**config.mk**
```make
export PLATFORM = sky130hd
export DESIGN_NAME = tone_detector
export DESIGN_NICKNAME = d
export VERILOG_FILES = /design/src/rtl/tone_pkg.sv /design/src/rtl/edge_sync.sv /design/src/rtl/tone_detector.sv
export SDC_FILE = /design/constraint.sdc
export NUM_CORES = 1
export LEC_CHECK = 0
export ABC_AREA = 1
export BUFFER_PORTS_ARGS = -buffer_cell sky130_fd_sc_hd__buf_2
export CAP_MARGIN = 0
export CELL_PAD_IN_SITES_DETAIL_PLACEMENT = 1
export CELL_PAD_IN_SITES_GLOBAL_PLACEMENT = 1
export CORE_UTILIZATION = 40
export CTS_BUF_LIST = sky130_fd_sc_hd__clkbuf_2
export DETAILED_ROUTE_END_ITERATION = 7
export PLACE_DENSITY_LB_ADDON = 0.1
export SYNTH_ARGS = -nofsm -noshare
export SYNTH_HDL_FRONTEND = slang
export SYNTH_SLANG_ARGS = --single-unit
```
**constraint.sdc**
```tcl
create_clock -name clk -period 6 [get_ports clk]
set_clock_uncertainty 0.1 [all_clocks]
set_input_delay 1.5 -clock clk [delete_from_list [all_inputs] [get_ports clk]]
set_output_delay 1.5 -clock clk [all_outputs]
set_load 0.005 [all_outputs]
```
**src/rtl/tone_pkg.sv**
```systemverilog
// Shared types and constants for the 440 Hz tone detector.
// Period arithmetic is held to the 19-bit counter width.
package tone_pkg;

  localparam int unsigned PERIOD_W          = 19;
  localparam int unsigned MATCH_W           = 3;
  localparam int unsigned CLK_HZ_DEF        = 100_000_000;
  localparam int unsigned TARGET_PERIOD_DEF = 227_272;
  localparam int unsigned TOLERANCE_DEF     = 2_272;
  localparam int unsigned CONFIRM_COUNT_DEF = 4;
  localparam int unsigned TIMEOUT_LIMIT_DEF = 454_544;

  typedef logic [PERIOD_W-1:0] period_t;
  typedef logic [MATCH_W-1:0]  match_t;

  typedef enum logic [1:0] {
    ST_IDLE    = 2'd0,
    ST_MEASURE = 2'd1,
    ST_LOCKED  = 2'd2
  } state_e;

  // |period - target| <= tol, subtracting the smaller from the larger so nothing wraps.
  function automatic logic period_match(period_t period, period_t target, period_t tol);
    period_t diff;
    diff = (period >= target) ? (period - target) : (target - period);
    return (diff <= tol);
  endfunction

endpackage

```
**src/rtl/edge_sync.sv**
```systemverilog
// Two-flop synchronizer followed by a registered rising-edge detector.
// An input rise appears on rise_pulse three clocks later, for one cycle.
module edge_sync (
  input  logic clk,
  input  logic rst,
  input  logic async_in,
  output logic rise_pulse
);

  logic sync1_q;
  logic sync2_q;
  logic prev_q;
  logic rise_q;

  always_ff @(posedge clk or posedge rst) begin
    if (rst) begin
      sync1_q <= 1'b0;
      sync2_q <= 1'b0;
      prev_q  <= 1'b0;
      rise_q  <= 1'b0;
    end else begin
      sync1_q <= async_in;
      sync2_q <= sync1_q;
      prev_q  <= sync2_q;
      rise_q  <= sync2_q & ~prev_q;
    end
  end

  assign rise_pulse = rise_q;

endmodule

```
**src/rtl/tone_detector.sv**
```systemverilog
// Measures the period of a synchronized square wave and declares a tone once
// CONFIRM_COUNT consecutive periods fall within tolerance of TARGET_PERIOD.
module tone_detector
  import tone_pkg::*;
#(
  parameter int unsigned CLK_HZ        = CLK_HZ_DEF,
  parameter int unsigned TARGET_PERIOD = TARGET_PERIOD_DEF,
  parameter int unsigned TOLERANCE     = TOLERANCE_DEF,
  parameter int unsigned CONFIRM_COUNT = CONFIRM_COUNT_DEF,
  parameter int unsigned TIMEOUT_LIMIT = TIMEOUT_LIMIT_DEF
) (
  input  logic                clk,
  input  logic                rst,
  input  logic                detect_en,
  input  logic                audio_in,
  output logic [PERIOD_W-1:0] period_out,
  output logic                period_valid,
  output logic                tone_present,
  output logic                timeout
);

  localparam period_t TARGET_P  = PERIOD_W'(TARGET_PERIOD);
  localparam period_t TOL_P     = PERIOD_W'(TOLERANCE);
  localparam period_t LIMIT_P   = PERIOD_W'(TIMEOUT_LIMIT);
  localparam match_t  CONFIRM_M = MATCH_W'(CONFIRM_COUNT);

  if (CLK_HZ == 0 || CONFIRM_COUNT == 0 || CONFIRM_COUNT >= (32'd1 << MATCH_W) ||
      TIMEOUT_LIMIT == 0 || TIMEOUT_LIMIT >= (32'd1 << PERIOD_W) ||
      TARGET_PERIOD >= (32'd1 << PERIOD_W) || TOLERANCE >= (32'd1 << PERIOD_W)) begin : g_bad_params
    $error("tone_detector: parameter out of range");
  end

  logic    rise;
  state_e  state_q, state_d;
  period_t cnt_q, cnt_d;
  match_t  match_q, match_d;
  period_t period_q, period_d;
  logic    pvalid_q, pvalid_d;
  logic    tone_q, tone_d;
  logic    timeout_q, timeout_d;

  logic    is_match;
  match_t  match_inc;
  period_t cnt_inc;

  edge_sync u_edge_sync (
    .clk        (clk),
    .rst        (rst),
    .async_in   (audio_in),
    .rise_pulse (rise)
  );

  always_ff @(posedge clk or posedge rst) begin
    if (rst) begin
      state_q   <= ST_IDLE;
      cnt_q     <= '0;
      match_q   <= '0;
      period_q  <= '0;
      pvalid_q  <= 1'b0;
      tone_q    <= 1'b0;
      timeout_q <= 1'b0;
    end else begin
      state_q   <= state_d;
      cnt_q     <= cnt_d;
      match_q   <= match_d;
      period_q  <= period_d;
      pvalid_q  <= pvalid_d;
      tone_q    <= tone_d;
      timeout_q <= timeout_d;
    end
  end

  always_comb begin
    state_d   = state_q;
    cnt_d     = cnt_q;
    match_d   = match_q;
    period_d  = period_q;
    pvalid_d  = 1'b0;
    tone_d    = tone_q;
    timeout_d = timeout_q;

    is_match  = period_match(cnt_q, TARGET_P, TOL_P);
    match_inc = (match_q >= CONFIRM_M) ? CONFIRM_M : (match_q + 1'b1);
    cnt_inc   = (cnt_q >= LIMIT_P) ? LIMIT_P : (cnt_q + 1'b1);

    if (!detect_en) begin
      state_d   = ST_IDLE;
      cnt_d     = '0;
      match_d   = '0;
      tone_d    = 1'b0;
      timeout_d = 1'b0;
    end else begin
      unique case (state_q)
        ST_IDLE: begin
          cnt_d   = '0;
          match_d = '0;
          tone_d  = 1'b0;
          // First edge only starts the period; there is nothing to measure yet.
          if (rise) begin
            state_d   = ST_MEASURE;
            cnt_d     = PERIOD_W'(1);
            timeout_d = 1'b0;
          end
        end
        ST_MEASURE, ST_LOCKED: begin
          // An edge arriving with the counter at the limit still counts as a period.
          if (rise) begin
            cnt_d     = PERIOD_W'(1);
            period_d  = cnt_q;
            pvalid_d  = 1'b1;
            timeout_d = 1'b0;
            if (is_match) begin
              match_d = match_inc;
              if (match_inc == CONFIRM_M) begin
                state_d = ST_LOCKED;
                tone_d  = 1'b1;
              end
            end else begin
              match_d = '0;
              tone_d  = 1'b0;
              state_d = ST_MEASURE;
            end
          end else if (cnt_q == LIMIT_P) begin
            state_d   = ST_IDLE;
            cnt_d     = '0;
            match_d   = '0;
            tone_d    = 1'b0;
            timeout_d = 1'b1;
          end else begin
            cnt_d = cnt_inc;
          end
        end
        default: begin
          state_d = ST_IDLE;
        end
      endcase
    end
  end

  assign period_out   = period_q;
  assign period_valid = pvalid_q;
  assign tone_present = tone_q;
  assign timeout      = timeout_q;

endmodule

```
==> qor.csv <==
stage,metric,value,unit
outcome,outcome,"complete, but fails checks",
floorplan,pin_count,26,
routing,firstDrtPassIters,6,
routing,ant_nets,0,
critical_path,r2r.worst_path.cells,16,
clocking,cts_tree,done,
global_routing,antenna_found_initial,0,
critical_path,worstPathMaxFanout,7,
global_routing,overflow,0,
timing,hold_violations,0,
pwr,power_density,203.4,nW/um2
routing,vias_per_cell,5.580,
floorplan,core.rowCount,34,
timing,fin_ws,2.860,ns
synthesis,synth_area_per_cell,6.718,um2
clocking,ctsHoldBuffers,0,
final_layout,stdcell_count,676,
final_layout,nNetsFinal,583,
synthesis,synth_warnings,0,
pwr,pwr-share-seq,0.514,
pwr,ir_drop,0.1113,mV
timing,report.final.setup_viol,0,
routing,drcViolationCount,4,
synthesis,ys.flop_type,dfrtp_1,
critical_path,crit_chain,inv_1 > ha_1 > inv_1 > nor2_1 > nor2_1 > nand3_1 > nand2_1 > xor2_1 > nand2_1 > nand2_1 > nand3_1 > nor2_2 > nand3_2 > inv_2 > nand2_2 > o21ai_2,
placement,dp.cells,668,
clocking,clkTransAtPathRegs,0.27,ns
routing,drt-total-wl,11990,um
pwr,internal-power,0.0005280,W
critical_path,reg2reg_slack,2.86,ns
synthesis,ys_top_cells_by_area,"dfrtp_1 34%, nand2_1 17%, nand3_1 6.3%",
final_layout,synthToLayoutAreaGrowth,6.073,%
synthesis,yosysTopAreaCell,dfrtp_1,
global_routing,grt_pass1_vias,3979,
placement,hpwl,9293,um
clocking,cts.htree.levels,2,
timing,relSlewSlack,0.2996,
critical_path,critPathLaunchType,flip-flop,
floorplan,initial_utilization,0.4191,
clocking,clkLatencyLatePin,0.43,ns
critical_path,arrival,3.44,ns
job,maxCapViolations,0,
clocking,cts_resized,0,
outcome,violations,design-rule violations,
synthesis,synth-seq-cells,50,
pwr,combPwrFrac,0.255,
critical_path,end_kind,flip-flop,
floorplan,fp.dieW,98.29,um
clocking,clk_path_buf_depth,2,
floorplan,coreArea,8848,um2
synthesis,synth.top_cell.area_share,0.3374,
clocking,clock_sinks,50,
synthesis,synth_seq_area_share,0.3374,
routing,post_drt_wl_per_cell,17.73,um
critical_path,cp_common_cell,nand2_1,
critical_path,slowest_delay,0.55,ns
floorplan,dieArea,9661,um2
pwr,p_clk_frac,0.230,
final_layout,most-common-layout-cells,"165 x nand2_1, 57 x inv_1, 50 x nor2_1, 50 x dfrtp_1, 47 x nand3_1",
synthesis,syn-instance-count,552,
synthesis,syn-cell-area,3709,um2
min_path,min_path_type,flip-flop to flip-flop,
critical_path,r2r-end,state_q[1]$_DFFE_PP0P_,
final_layout,drive_gt1_frac,0.1197,
pwr,p_leak,1.939,nW
clocking,cts_made_buffers,5,
global_routing,grt_max_degree,51,
synthesis,async_reset_ff_frac,1.000,
timing,tns,0,ns
placement,dp_slack,2.595,ns
pwr,p_sw,0.0002723,W
critical_path,cp_slowest_cell,dfrtp_1,
critical_path,critical_path_class,flip-flop to flip-flop,
timing,fmax,318.4,MHz
routing,drtIter0Drc,200,
clocking,root_buffer,clkbuf_2,
timing,worstMarginPinSlew,1.049,ns
timing,period_share,0.5234,
critical_path,crit_start,cnt_q[4]$_DFFE_PP0P_,
synthesis,synth_edf_count,0,
timing,rsz0062_at_grt,no,
critical_path,setup.worst_path.end,state_q[1]$_DFFE_PP0P_,
critical_path,rr_startpoint,cnt_q[4]$_DFFE_PP0P_,
final_layout,mostFrequentLayoutCell,nand2_1,
placement,port_buffers,25,
routing,vias,3772,
final_layout,diodes,0,
pwr,swShare,0.3402,
critical_path,worstPathRequired,6.29,ns
min_path,min_path_cells,0,
floorplan,die_y,98.29,um
global_routing,grt_pass1_wl,20310,um
timing,period_minus_slack,3.140,ns
synthesis,synth_nets,568,
global_routing,gr-usage-all-layers,0.2652,
timing,finalMaxSlewViolations,0,
final_layout,fin_util,0.4446,
synthesis,ys_types,34,
clocking,post_cts_buffers,0,
placement,place_congestion,0.9490,
-- critical path: cells and delay by family (launching register included) --
kind | cells | cell delay, ns
AOI/OAI and AO/OA | 1 | 0.10
xor gates and xnor gates | 1 | 0.18
adders and majority gates | 1 | 0.29
buffers and inverters | 3 | 0.46
DFF | 1 | 0.55
and+or+nand+nor | 10 | 1.42
-- cells in the mapped netlist (2+ instances only) --
master,instances
nand4_1,8
inv_2,6
nor2_4,2
a21oi_1,17
nor2_1,50
nand2_2,8
o211ai_1,3
o21ai_2,3
nand2_4,2
inv_1,58
ha_1,12
xor2_1,13
clkinv_1,2
o22ai_1,12
o21ai_1,5
nand2_1,165
nor3_1,14
nand3_1,47
clkbuf_1,7
buf_4,4
nor2_2,8
buf_6,3
nand3_2,4
buf_2,3
o21ai_0,38
dfrtp_1,50
-- power by group through the flow --
stage,sequential (W),clock [W],combinational (W)
final,0.000411,0.000184,0.000204
after global routing,0.000418,0.000199,0.000237
after CTS,0.000413,0.000190,0.000208
after detailed placement,0.000419,0,0.000208
after global placement,0.000418,0,0.000199
after floorplan,0.000418,0,0.000122
-- final cells by class --
| cell class | instances | area (um2) |
|---|---|---|
| fill | 1215 | 4915 |
| timing repair buffer | 25 | 125.1 |
| inverter | 66 | 247.7 |
| sequential | 50 | 1251 |
| tap | 108 | 135.1 |
| clock inverter | 3 | 45.04 |
| multi-input combinational | 419 | 2105 |
| clock buffer | 5 | 25.02 |
-- stage by stage --
| step | cell area (um2) | total power, W | hold slack (ns) |
|---|---|---|---|
| floorplan | 3709 | 0.0005404 | 0.2312 |
| detailed placement | 3864 | 0.0006264 | 0.2386 |
| global route | 3934 | 0.0008536 | 0.2797 |
| global placement | 3864 | 0.0006165 | 0.2339 |
| CTS | 3934 | 0.0008107 | 0.2850 |
| finish | 3934 | 0.0008003 | 0.2664 |
-- metal layers --
layer	track usage	wire, um
met5	0	0
met4	0.08611	257
met3	0.02362	456
met2	0.4388	5635
met1	0.3657	5635
-- sequential cells by signal, indices dropped and copies added, names as in the netlist --
register and flops:
timeout 1, match_q 3, u_edge_sync.sync1_q 1, u_edge_sync.sync2_q 1, cnt_q 19, u_edge_sync.prev_q 1, period_out 19, period_valid 1
state_q 2, tone_present 1, u_edge_sync.rise_pulse 1
-- worst min path at each step --
stage                                        from                       endpoint  slack (ns)
floorplan           u_edge_sync.sync1_q$_DFF_PP0_  u_edge_sync.sync2_q$_DFF_PP0_        0.23
global placement    u_edge_sync.sync1_q$_DFF_PP0_  u_edge_sync.sync2_q$_DFF_PP0_        0.23
detailed placement  u_edge_sync.sync1_q$_DFF_PP0_  u_edge_sync.sync2_q$_DFF_PP0_        0.24
CTS                 u_edge_sync.sync1_q$_DFF_PP0_  u_edge_sync.sync2_q$_DFF_PP0_        0.29
global route        u_edge_sync.sync1_q$_DFF_PP0_  u_edge_sync.sync2_q$_DFF_PP0_        0.28
finish              u_edge_sync.sync1_q$_DFF_PP0_  u_edge_sync.sync2_q$_DFF_PP0_        0.27
-- cell families (layout without fill, tap and decap cells) --
logic type	count (synthesis)	in the layout	synth area share
XOR/XNOR	13	13	0.03070
adder cells (fa/ha/maj)	12	12	0.04048
AO/OA/AOI/OAI	84	84	0.1296
flip-flops	50	50	0.3374
buffers and inverters	83	99	0.09514
AND/OR/NAND/NOR	310	310	0.3667
Power figures use the tool's default switching activity.
